--- src/rtl/countdown_pkg.sv ---
// Shared types and constants for the countdown timer slice.
package countdown_pkg;

    localparam int COUNTDOWN_WIDTH = 4;

    typedef enum logic [1:0] {
        IDLE = 2'b00,
        RUN  = 2'b01,
        DONE = 2'b10
    } state_t;

endpackage

--- src/rtl/down_counter_core.sv ---
// WIDTH-bit down-counter register with sync clear, flush, load and a
// decrement that floors at zero; exposes a zero flag.
module down_counter_core
    import countdown_pkg::*;
#(
    parameter int WIDTH = COUNTDOWN_WIDTH
) (
    input  logic             clk,
    input  logic             clr,
    input  logic             flush,
    input  logic             load,
    input  logic [WIDTH-1:0] load_val,
    input  logic             dec,
    output logic [WIDTH-1:0] count,
    output logic             zero
);

    always_ff @(posedge clk) begin
        if (!clr || flush) begin
            count <= '0;
        end else if (load) begin
            count <= load_val;
        end else if (dec && (count != '0)) begin
            count <= count - WIDTH'(1);
        end
    end

    assign zero = (count == '0);

endmodule

--- src/rtl/countdown_timer.sv ---
// Loadable down-counter timer with valid/ready load, pause, abort and a
// registered terminal-count pulse. Define COUNTDOWN_AUTO_RELOAD_EN for periodic mode.
module countdown_timer
    import countdown_pkg::*;
#(
    parameter int WIDTH = COUNTDOWN_WIDTH
) (
    input  logic             clk,
    input  logic             clr,
    input  logic             load_valid,
    output logic             load_ready,
    input  logic [WIDTH-1:0] load_val,
    input  logic             en,
    input  logic             abort,
    output logic [WIDTH-1:0] count,
    output logic             busy,
    output logic             tc,
    output logic             expired
);

`ifdef COUNTDOWN_AUTO_RELOAD_EN
    localparam bit AUTO_RELOAD = 1'b1;
`else
    localparam bit AUTO_RELOAD = 1'b0;
`endif

    state_t           state;
    logic [WIDTH-1:0] reload;
    logic             zero;
    logic             running;
    logic             accept;
    logic             terminal;
    logic             core_load;
    logic [WIDTH-1:0] core_val;

    assign running  = (state == RUN);
    assign accept   = load_valid && load_ready;
    // abort beats a coincident terminal, so it is masked out here
    assign terminal = running && en && zero && !abort;

    assign core_load = accept || (AUTO_RELOAD && terminal);
    assign core_val  = accept ? load_val : reload;

    down_counter_core #(.WIDTH(WIDTH)) u_core (
        .clk      (clk),
        .clr      (clr),
        .flush    (running && abort),
        .load     (core_load),
        .load_val (core_val),
        .dec      (running && en && !abort),
        .count    (count),
        .zero     (zero)
    );

    always_ff @(posedge clk) begin
        if (!clr) begin
            state  <= IDLE;
            tc     <= 1'b0;
            reload <= '0;
        end else begin
            tc <= terminal;
            case (state)
                IDLE, DONE: begin
                    if (load_valid) begin
                        state  <= RUN;
                        reload <= load_val;
                    end
                end
                RUN: begin
                    if (abort) begin
                        state <= IDLE;
                    end else if (terminal && !AUTO_RELOAD) begin
                        state <= DONE;
                    end
                end
                default: state <= IDLE;
            endcase
        end
    end

    assign busy       = (state == RUN);
    assign load_ready = (state == IDLE) || (state == DONE);
    assign expired    = (state == DONE);

endmodule

--- config.mk ---
export PLATFORM = sky130hd
export DESIGN_NAME = countdown_timer
export DESIGN_NICKNAME = d
export VERILOG_FILES = /design/src/rtl/countdown_pkg.sv /design/src/rtl/down_counter_core.sv /design/src/rtl/countdown_timer.sv
export SDC_FILE = /design/constraint.sdc
export NUM_CORES = 1
export LEC_CHECK = 0
export CAP_MARGIN = 30
export CELL_PAD_IN_SITES_DETAIL_PLACEMENT = 1
export CELL_PAD_IN_SITES_GLOBAL_PLACEMENT = 2
export CORE_UTILIZATION = 30
export CTS_BUF_LIST = sky130_fd_sc_hd__clkbuf_4
export DETAILED_ROUTE_END_ITERATION = 12
export DONT_BUFFER_PORTS = 1
export PLACE_DENSITY_LB_ADDON = 0.08
export REMOVE_ABC_BUFFERS = 1
export SLEW_MARGIN = 20
export SYNTH_ARGS = -nofsm -noshare
export SYNTH_HDL_FRONTEND = slang
export SYNTH_SLANG_ARGS = --single-unit
--- constraint.sdc ---
create_clock -name clk -period 1.65 [get_ports clk]
set_clock_uncertainty 0.15 [all_clocks]
set_input_delay 0.2475 -clock clk [delete_from_list [all_inputs] [get_ports clk]]
set_output_delay 0.2475 -clock clk [all_outputs]
set_load 0.03 [all_outputs]
==> out/qor.yml, run 1 <==
layout:
  fin_cells: 77
  fillCellCount: 147
  areaGrowthSynthToFinish_pct: 37.8
  final_cell_mix: "8 x buf_4, 6 x dfxtp_1, 5 x inv_1"
  final_area_sq_um: 552
  layout_commonest_cell: "buf_4"
  num_antenna_cells: 0
  drive_above_1_share: 0.317
  nets: 75
timing:
  final.min_clock_period_ps: 1590
  drv_slew: 0
  period_share: 0.965
  max_freq_mhz: 628
  hold_violations: 0
  rsz0062_at_grt: "false"
  tightest_slew_ps: 287
  holdWs_ps: 18.2
  max_slew_margin: 0.808
  setup_viol: 0
critical_path:
  cp_top_family: "simple AND/OR/NAND/NOR gates"
  r2r-end: "u_core.count[3]"
  r2r_start: "u_core.count[0]"
  critPathRequiredTime_ps: 1640
  worst_ep_arrival_time_ps: 1580
  r2r_setup_slack_ps: 60
  crit_buf_inv: 1
  worst_r2r_path_depth: 6
  cp_max_fo: 4
  critPathSlowestCell: "or3b_4"
  cp-start-kind: "flip-flop"
  crit_path_max_incr_delay_ps: 410
  endpoint_kind: "flip-flop"
  crit_chain: "inv_1, ha_2, or3b_4, nand4_1, xnor2_1, o21ai_1"
  path_class: "reg2reg"
power:
  p_sw_frac: 0.313
  p_int_mw: 0.345
  leakage_nw: 0.233
  p_per_area_nw_per_um2: 910
  p_total_mw: 0.502
  p_sw_mw: 0.157
  comb_power_share: 0.264
  peakVddDrop_uv: 346
  clkPwrFrac: 0.362
  p_seq_frac: 0.374
synth:
  postSynthCellCount: 48
  syn_area_sq_um: 400
  avgSynthCellArea_sq_um: 8.34
  synthDominantCellAreaShare: 0.350
  synth_top_area_cell: "dfxtp_1"
  yosys-top-cells-area: "dfxtp_1 35%, ha_1 6.3%, inv_1 5.6%"
  ys_warn_count: 0
  synth-seq-area-share: 0.350
  synth-seq-cells: 7
  yosysUniqueCellTypes: 24
clock_tree:
  clkSinkCount: 7
  root_buffer: "clkbuf_4"
  cts_inserted_buffers: 3
  clock_path_buffers: 2
  clkLatencyLatePin_ps: 250
  cts_tree: "yes"
  htreeDepth: 1
  clkTransAtPathRegs_ps: 60
drt:
  drtPass1Iterations: 1
  viasPerCell: 5.00
  final_antenna_net_count: 0
  routed_wl_mm: 1.13
  wl_per_cell_microns: 14.7
  drc: 0
  drt_iter0_markers: 0
  vias: 385
job:
  max_cap_viol_count: 0
min_path:
  holdPathStages: 2
  hold_end: "u_core.count[2]"
  min-delay-start: "load_val[2]"
  hp-class: "in2reg"
floorplanning:
  ios: 17
  start_util: 0.342
  die_area_sq_um: 1480
  rows: 12
  fp.dieH_microns: 38.5
  core_sq_um: 1170
  fp.dieW_microns: 38.5
run_status:
  status: "finished clean"
placed_design:
  gp_congestion: 0.743
  dp.cells: 70
  dp_hpwl_microns: 809
  place_area_sq_um: 478
  portBuffers: 0
grt:
  antenna_found_initial: 0
  grt-ovfl-total: 0
  grt_pass1_wl_mm: 1.81
  grt_usage: 0.188
  grt_pass1_vias: 439
  grt_max_degree: 8
worst max-delay path by stage:
stage	startpoint	endpoint	slack, ps	cells past startpoint
finish	u_core.count[0]	u_core.count[3]	60	6
global route	u_core.count[0]	u_core.count[0]	10	6
CTS	u_core.count[0]	u_core.count[1]	30	6
detailed placement	u_core.count[0]	u_core.count[1]	30	6
global placement	u_core.count[0]	u_core.count[1]	70	6
floorplan	u_core.count[0]	u_core.count[1]	-180	6
final cells by class:
class                      count  area (sq um)  area share
clock buffer                   4          30.0      0.0544
inverter                       6          22.5      0.0408
multi-input combinational     35           250       0.454
sequential                     7           141       0.256
tap                           14          17.5      0.0317
timing repair buffer          11          90.1       0.163
power by group through the flow:
stage          clock network [mW]  registers, mW  logic, mW
2_1_floorplan                   0          0.207     0.0618
5_1_grt                     0.199          0.188      0.144
4_1_cts                     0.192          0.187      0.131
3_5_place_dp                    0          0.191      0.117
6_report                    0.182          0.187      0.133
3_3_place_gp                    0          0.190      0.114
worst reg2reg max path, delay by kind of cell, from the launching register on:
kind / cells / cell delay, ps
and+or+nand+nor: 2 / 530
DFF: 1 / 310
adders and majority gates: 1 / 180
xor gates and xnor gates: 1 / 150
AOI/OAI and AO/OA: 1 / 90
buffers and inverters: 1 / 80
layer usage:
layer,GRT usage,share of wire
met5,0,0
met4,0.129,0.019
met3,0.0407,0.048
met2,0.304,0.50
met1,0.218,0.43
logic make-up after synthesis:
group                      after synthesis  share of synthesized area
AOI/OAI and AO/OA                        8                      0.128
and+or+nand+nor                         22                      0.334
DFF                                      7                      0.350
muxes                                    1                     0.0250
xor gates and xnor gates                 2                     0.0438
buffers and inverters                    6                     0.0562
adders and majority gates                2                     0.0625
repair_timing:
| action | in CTS | in global routing |
|---|---|---|
| gates cloned | 0 | 0 |
| endpoints found under the setup margin | 2 | 5 |
| pin swaps | 1 | 1 |
| setup buffers | 0 | 0 |
| resized for setup | 3 | 2 |
| endpoints found under the hold margin | 5 | 0 |
| hold buffers | 3 | 0 |
cell usage after synthesis:
| master | instances |
|---|---|
| nor3b_4 | 1 |
| nor3_1 | 1 |
| xnor2_1 | 2 |
| or3b_1 | 1 |
| ha_1 | 2 |
| a31oi_1 | 1 |
| nor2_1 | 4 |
| a21oi_1 | 1 |
| a21boi_0 | 1 |
| inv_1 | 6 |
| a211oi_1 | 2 |
| o21ai_0 | 1 |
| dfxtp_1 | 7 |
| mux2i_1 | 1 |
| nand3_2 | 1 |
| and3_2 | 1 |
| or3_1 | 1 |
| nor2b_1 | 2 |
| o21ai_1 | 1 |
| nand2_1 | 4 |
| nand4_1 | 1 |
| a22oi_1 | 1 |
| and2b_2 | 1 |
| nand3_1 | 4 |
registers in the layout (all words and copies together) (netlist names):
signal        flops
tc                1
u_core.count      4
state             2
metrics by stage:
stage               setup TNS (ps)  worst slack [ps]  utilization
detailed placement               0              29.5        0.408
finish                           0              57.8        0.471
floorplan                     -258              -181            -
CTS                              0              29.6        0.469
global route                     0              11.8        0.471
global placement                 0              67.6        0.408
Power figures use the tool's default switching activity.
==> run 2: changes to the inputs <==
Settings changed: CAP_MARGIN 30 to default, TNS_END_PERCENT from default to 1.
==> results of run 2 <==
Final layout, timing and power as in run 1 (identical DEF).
